### src/rtl/tdm_pkg.sv
// Shared constants for the 8:1 TDM mux/demux pair: slot count, select width, slot index type.
// No logic; both the mux side and the demux side import it.
// No backpressure; constants only.
package tdm_pkg;

    localparam int WIDTH = 8;
    localparam int SEL_W = $clog2(WIDTH);

    typedef logic [SEL_W-1:0] slot_t;

endpackage

### src/rtl/tdm_slot_ctr.sv
// Modulo-WIDTH slot counter driving the mux select; wrap flags the final enabled slot of a frame.
// sel is registered (updates on the enabling edge); wrap is combinational from current sel/en/sync.
// Never stalls: downstream backpressure has no effect, keeping sel in lockstep with the mux.
module tdm_slot_ctr
    import tdm_pkg::*;
#(
    parameter int WIDTH = tdm_pkg::WIDTH,
    parameter int SEL_W = tdm_pkg::SEL_W
) (
    input  logic             clk,
    input  logic             rst_n,
    input  logic             en,
    input  logic             sync,
    output logic [SEL_W-1:0] sel,
    output logic             wrap
);

    localparam logic [SEL_W-1:0] LAST = SEL_W'(WIDTH - 1);

    always_ff @(posedge clk) begin
        if (!rst_n) begin
            sel <= '0;
        end else if (sync) begin
            sel <= '0;
        end else if (en) begin
            sel <= (sel == LAST) ? '0 : sel + 1'b1;
        end
    end

    assign wrap = en && !sync && (sel == LAST);

endmodule

### src/rtl/tdm_demux8.sv
// TDM 8-way deserializer: samples din once per enabled slot and reassembles bit k from slot k.
// Word visible on dout/dout_valid one cycle after the last-slot sampling edge.
// One-deep valid/ready output; a word completing while the register is full and not drained is dropped and flags overrun.
module tdm_demux8
    import tdm_pkg::*;
#(
    parameter int WIDTH = tdm_pkg::WIDTH,
    parameter int SEL_W = tdm_pkg::SEL_W
) (
    input  logic             clk,
    input  logic             rst_n,
    input  logic             en,
    input  logic             sync,
    input  logic             din,
    output logic [SEL_W-1:0] sel,
    output logic [WIDTH-1:0] dout,
    output logic             dout_valid,
    input  logic             dout_ready,
    output logic             overrun,
    input  logic             ovr_clr
);

    logic [WIDTH-1:0] asm_dat;
    logic [WIDTH-1:0] word_dat;
    logic             wrap;
    logic             load;
    logic             drop;

    tdm_slot_ctr #(
        .WIDTH (WIDTH),
        .SEL_W (SEL_W)
    ) u_slot_ctr (
        .clk   (clk),
        .rst_n (rst_n),
        .en    (en),
        .sync  (sync),
        .sel   (sel),
        .wrap  (wrap)
    );

    // The final bit bypasses asm so the word is complete on the wrapping edge itself.
    assign word_dat = {din, asm_dat[WIDTH-2:0]};
    assign load     = wrap && (!dout_valid || dout_ready);
    assign drop     = wrap && dout_valid && !dout_ready;

    always_ff @(posedge clk) begin
        if (!rst_n) begin
            asm_dat <= '0;
        end else if (sync) begin
            asm_dat <= '0;
        end else if (en) begin
            asm_dat[sel] <= din;
        end
    end

    always_ff @(posedge clk) begin
        if (!rst_n) begin
            dout       <= '0;
            dout_valid <= 1'b0;
        end else if (load) begin
            dout       <= word_dat;
            dout_valid <= 1'b1;
        end else if (dout_valid && dout_ready) begin
            dout_valid <= 1'b0;
        end
    end

    // Set dominates clear so a drop on the clearing edge is never lost.
    always_ff @(posedge clk) begin
        if (!rst_n) begin
            overrun <= 1'b0;
        end else if (drop) begin
            overrun <= 1'b1;
        end else if (ovr_clr) begin
            overrun <= 1'b0;
        end
    end

endmodule

### config.mk
export PLATFORM = sky130hd
export DESIGN_NAME = tdm_demux8
export DESIGN_NICKNAME = d
export VERILOG_FILES = /design/src/rtl/tdm_pkg.sv /design/src/rtl/tdm_slot_ctr.sv /design/src/rtl/tdm_demux8.sv
export SDC_FILE = /design/constraint.sdc
export NUM_CORES = 1
export LEC_CHECK = 0
export ABC_CLOCK_PERIOD_IN_PS = 1500
export BUFFER_PORTS_ARGS = -buffer_cell sky130_fd_sc_hd__buf_4
export CORE_UTILIZATION = 25
export CTS_CLUSTER_SIZE = 30
export DETAILED_ROUTE_END_ITERATION = 12
export GPL_ROUTABILITY_DRIVEN = 0
export PLACE_DENSITY = 0.47
export SLEW_MARGIN = 5
export SYNTH_ARGS = -nofsm -noshare
export SYNTH_HDL_FRONTEND = slang
export SYNTH_SLANG_ARGS = --single-unit
### constraint.sdc
create_clock -name clk -period 1.5 [get_ports clk]
set_input_delay 0 -clock clk [delete_from_list [all_inputs] [get_ports clk]]
set_output_delay 0 -clock clk [all_outputs]
set_load 0.05 [all_outputs]
# After elaboration in Yosys (flattened, before gate mapping)
# Cells that the tools add are included.
[word_totals]
reg_bits = 21
latch_bits = 0
ramBits = 0
rom_bits = 0
input_bits = 7
mem_count = 0
[classes]
n_addsub = 1
n_mul = 0
n_div = 0
order_cmp = 2
eq_ne = 1
shift = 0
mux = 8
bitwise = 1
reduce_logical = 14
[op_table]
columns = ["cell", "n"]
rows = [
  ["bitwise mux 8 bit", 1],
  ["logical AND 1 bit", 7],
  ["2-to-1 mux 1 bit", 5],
  ["< comparator 3 x 4 -> 1 bit, second input constant", 1],
  ["nonzero test 2 bit", 2],
  ["adder 3 x 1 -> 3 bit, second input constant", 1],
  ["demux 1 bit (select 3 bit)", 1],
  ["== test 3 bit, second input constant", 1],
  ["greater-or-equal comparator 3 x 1 -> 1 bit, second input constant", 1],
  ["logical NOT 1 bit", 3],
  ["2-to-1 mux 3 bit", 1],
  ["OR reduction 2 bit", 1],
  ["logical OR 1 bit", 1],
  ["NOT 1 bit", 1],
]

# Longest topological paths before layout
[logic_depth]
ltp_word = 6
ltp_mapped = 6

# By module
# From an unflattened synthesis, not the netlist that was laid out.
[unflattened]
hier_cells = 89
hier_area_um2 = 879.6
[by_module_without_submodules]
columns = ["module", "instances", "cells_per_inst", "area_each_um2"]
rows = [
  ["tdm_demux8", 1, 73, 724.4],
  ["tdm_slot_ctr", 1, 16, 155.1],
]

# Worst setup path after synthesis
# No wires, ideal clock.
[synth_path]
path_kind = "flip-flop to flip-flop"
from = "register u_slot_ctr.sel[1]"
to = "register dout[0]"
setup_time_ns = 0.072
t_arrival_ns = 1.730
required_ns = 1.428
slack_ns = -0.301
stages_incl_launch_ff = 7
n_path_buf = 1
period_less_slack_ns = 1.801
cell_sequence = "dfxtp_1 -> ha_1 -> ha_1 -> nand3b_1 -> nor2b_1 -> buf_4 -> mux2i_1"
[synth_via]
elab_chain_len = 3
[synth_rtl]
columns = ["item", "line", "source"]
rows = [
  ["start: declaration", "tdm_slot_ctr.sv:14", "output logic [SEL_W-1:0] sel,"],
  ["start signal: assignment", "tdm_slot_ctr.sv:26", "sel <= (sel == LAST) ? '0 : sel + 1'b1;"],
  ["== test 3 bit", "tdm_slot_ctr.sv:30", "assign wrap = en && !sync && (sel == LAST);"],
  ["logical AND 1 bit", "tdm_slot_ctr.sv:30", ""],
  ["logical AND 1 bit", "tdm_demux8.sv:43", "assign load = wrap && (!dout_valid || dout_ready);"],
  ["end signal: assignment", "tdm_demux8.sv:61", "dout <= word_dat;"],
  ["end: declaration", "tdm_demux8.sv:16", "output logic [WIDTH-1:0] dout,"],
]
# No other way between the ends.
# A chain may end at the register's enable or synchronous reset.

# Worst setup path in the final report
[layout_path]
from = "register u_slot_ctr.sel[1]"
to = "register dout[7]"
# Same word-level chain as after synthesis.

==> metrics.md <==
| Metric | Value |
|---|---|
| H-tree levels | `1` |
| WS Path Type | `reg2reg` |
| Grt total ovfl | `0` |
| # diodes | `0` |
| Peak VDD IR | `0.470 mV` |
| Flop and latch count out of synthesis | `20` |
| Clk slew on worst S/H paths | `approximately 0.11 ns` |
| Util after Layout | `32.8%` |
| Antenna-violating nets left | `0` |
| Initial antenna violation count | `0` |
| Status | `finished, final reports clean` |
| Iteration-0 DRC Markers | `18` |
| Final setup fails | `0` |
| Crit-path most repeated cell | `ha_1` |
| CP delay by family, top | `flip-flops` |
| Final hold vios | `0` |
| Vias in the first global route | `approximately 630` |
| Clk_skew | `approximately 0.0085 ns` |
| Final worst slack | `0.141 ns` |
| Cell Pwr Density | `781 nW/um^2` |
| Req. time, crit path | `between 1.5 and 2 ns` |
| Pleak | `0.458 nW` |
| DIE WIDTH | `a little over 60 microns` |
| Initial core utilization | `26.5%` |
| Cell count after synthesis | `90` |
| Hold WC Path Type | `in2reg` |
| Slowest CP cell | `dfxtp_4` |
| Initial DRT Pass Iterations | `4` |
| # nets final | `120` |
| Core area | `about 3400 sq um` |
| Max-cap viol count | `0` |
| Average wire per standard cell | `10.7 microns` |
| # rows | `21` |
| Placed Instances | `151` |
| Num CTS Buffers | `3` |
| Ports | `20` |
| Dpl hpwl | `1190 microns` |
| Layout cells sized above 1 | `about a quarter` |
| Sequential share of power | `between 60 and 70%` |
| Post-synthesis sequential area ratio | `between 40% and 50%` |
| TritonCTS Sinks | `20` |
| # Post-CTS Setup Buffers | `0` |
| Post-layout min period | `around 1.4 ns` |
| Clock buffer depth | `2` |
| RSZ-0062 raised after global routing | `false` |
| Final std cells w/o fill | `156` |
| First-pass GRT wire length | `2740 microns` |
| DR vias/cell | `~4.3` |
| Fin. max-slew vios | `0` |
| Worst Path Buf+Inv | `1` |
| Final Cycle Share | `about nine tenths` |
| Die height | `61.9 microns` |
| CP cell instances | `ha_1 -> ha_1 -> nand3b_1 -> nor2b_1 -> buf_4 -> mux2i_1` |
| Largest net degree at the start of global routing | `20` |
| Yosys warnings | `0` |
| Logic gate share of total power | `under 10%` |
| Crit path DAT | `around 1.6 ns` |
| Area grow syn2layout | `24.0%` |
| Critical Path End Type | `flop` |
| Clock power frac | `approximately 31%` |
| CTS tree | `yes` |
| CTS root buf | `clkbuf_4` |
| DRC | `0` |
| Gr usage total | `roughly a tenth` |
| DRT Wirelength | `1660 microns` |
| CP peak stage delay | `0.36 ns` |
| Place WS | `around 0.16 ns` |
| Rel. slew slack | `71.3%` |
| Fmax | `between 700 and 800 MHz` |
| Avg Inst Size Synth | `between 9 and 10 sq um` |
| Nature of the critical path startpoint | `flop` |
| Mapped Area | `roughly 900 sq um` |
| Worst Path Max Fanout | `8` |
| Switch Pwr | `between 0.0002 and 0.00025 W` |
| TNS Setup | `0 ns` |
| PortBufs | `19` |
| Yosys cell types | `21` |
| Via count | `about 680` |
| Sw frac | `between 20% and 30%` |
| Actual slew at the worst max-slew pin | `0.430 ns` |
| Worst skew pair latency | `~0.3 ns` |
| Mapped Nets | `between 90 and 100` |
| P_int | `roughly 0.00067 W` |
| Die area | `3830 sq um` |
| Final hold slack | `approximately 0.0054 ns` |
-- layer usage --
| layer | vias up | global-route usage [%] | part of all wire [%] |
|---|---|---|---|
| met5 | - | 0 | 0 |
| met4 | 0 | 1.90 | 0.66 |
| met3 | 2 | 4.35 | 6.9 |
| met2 | 25 | 16.0 | 46 |
| met1 | 309 | 12.0 | 46 |
| li1 | 341 | - | - |
-- stage by stage --
stage	power, W	cell area [sq um]
finish	0.000869	1110
global route	0.000914	1110
CTS	0.000882	1110
detailed placement	0.000612	1080
global placement	0.000611	1080
floorplan	0.000595	903
-- registers in the layout, summed over array words and instances (netlist names) --
signal          cells
dout_valid          1
u_slot_ctr.sel      3
asm_dat             7
dout                8
overrun             1
-- power groups by stage --
stage,clock (W),sequential (W),combinational [W]
after floorplan,0,0.000553,0.0000418
after global placement,0,0.000546,0.0000653
after detailed placement,0,0.000546,0.0000659
after CTS,0.000280,0.000534,0.0000682
after global routing,0.000306,0.000534,0.0000739
final,0.000268,0.000534,0.0000671
-- cells in the final DEF, fill, tap and decap left out, types with 3 or more instances in the layout --
| cell | netlist | final |
|---|---|---|
| and4bb_1 | 3 | 3 |
| buf_4 | 1 | 22 |
| clkbuf_4 | 0 | 3 |
| dfxtp_1 | 20 | 17 |
| mux2i_1 | 17 | 17 |
| nand2_1 | 16 | 16 |
| nand4b_1 | 3 | 3 |
| nor2_1 | 10 | 10 |
-- worst min-delay path: stages --
cell	delay (ns)
buf_4	0.07
nand2b_1	0.12
a21boi_0	0.08
-- logic make-up after synthesis --
| kind of cell | synth area share [%] |
|---|---|
| AND/OR/NAND/NOR | 25.1 |
| multiplexers | 19.0 |
| AO/OA/AOI/OAI | 2.09 |
| adder cells (fa/ha/maj) | 2.79 |
| buffers and inverters | 6.42 |
| flip-flops | 44.6 |
-- final cells by class --
class | instances | area (sq um)
Clock buffer | 4 | 26.3
Fill cell | 365 | 2280
Inverter | 2 | 7.51
Multi-Input combinational cell | 61 | 439
Sequential cell | 20 | 407
Tap cell | 46 | 57.6
Timing Repair Buffer | 23 | 175
-- cells in the mapped netlist --
master,count,share of area [%]
mux2i_1,17,19
nand2_1,16,6.7
buf_6,2,2.5
ha_1,2,2.8
clkbuf_2,1,0.56
and2_1,1,0.70
nor2b_1,1,0.70
buf_4,1,0.84
nand2b_1,2,1.4
nor2_1,10,4.2
dfxtp_1,20,45
o22ai_1,1,0.70
and4bb_1,3,4.2
inv_1,2,0.84
nor3b_1,1,0.84
nand3b_1,1,0.84
buf_2,3,1.7
a21boi_0,1,0.84
a21oi_1,1,0.56
nand4b_1,3,2.9
nor4b_4,1,2.6
-- what timing repair did --
item / 4_1_cts / 5_1_grt
hold buffers: 1 / 0
gates resized for setup: 0 / 0
endpoints found under the hold margin: 2 / 0
-- final timing paths --
path	from	endpoint	slack (ns)	cells past startpoint
min reg2reg	asm_dat[4]	dout[4]	0.46	2
max	u_slot_ctr.sel[1]	dout[7]	0.14	6
max reg2reg	u_slot_ctr.sel[1]	dout[7]	0.14	6
min	dout_ready	dout_valid	0.005	3
No activity file was read; power rests on OpenSTA's default activity.
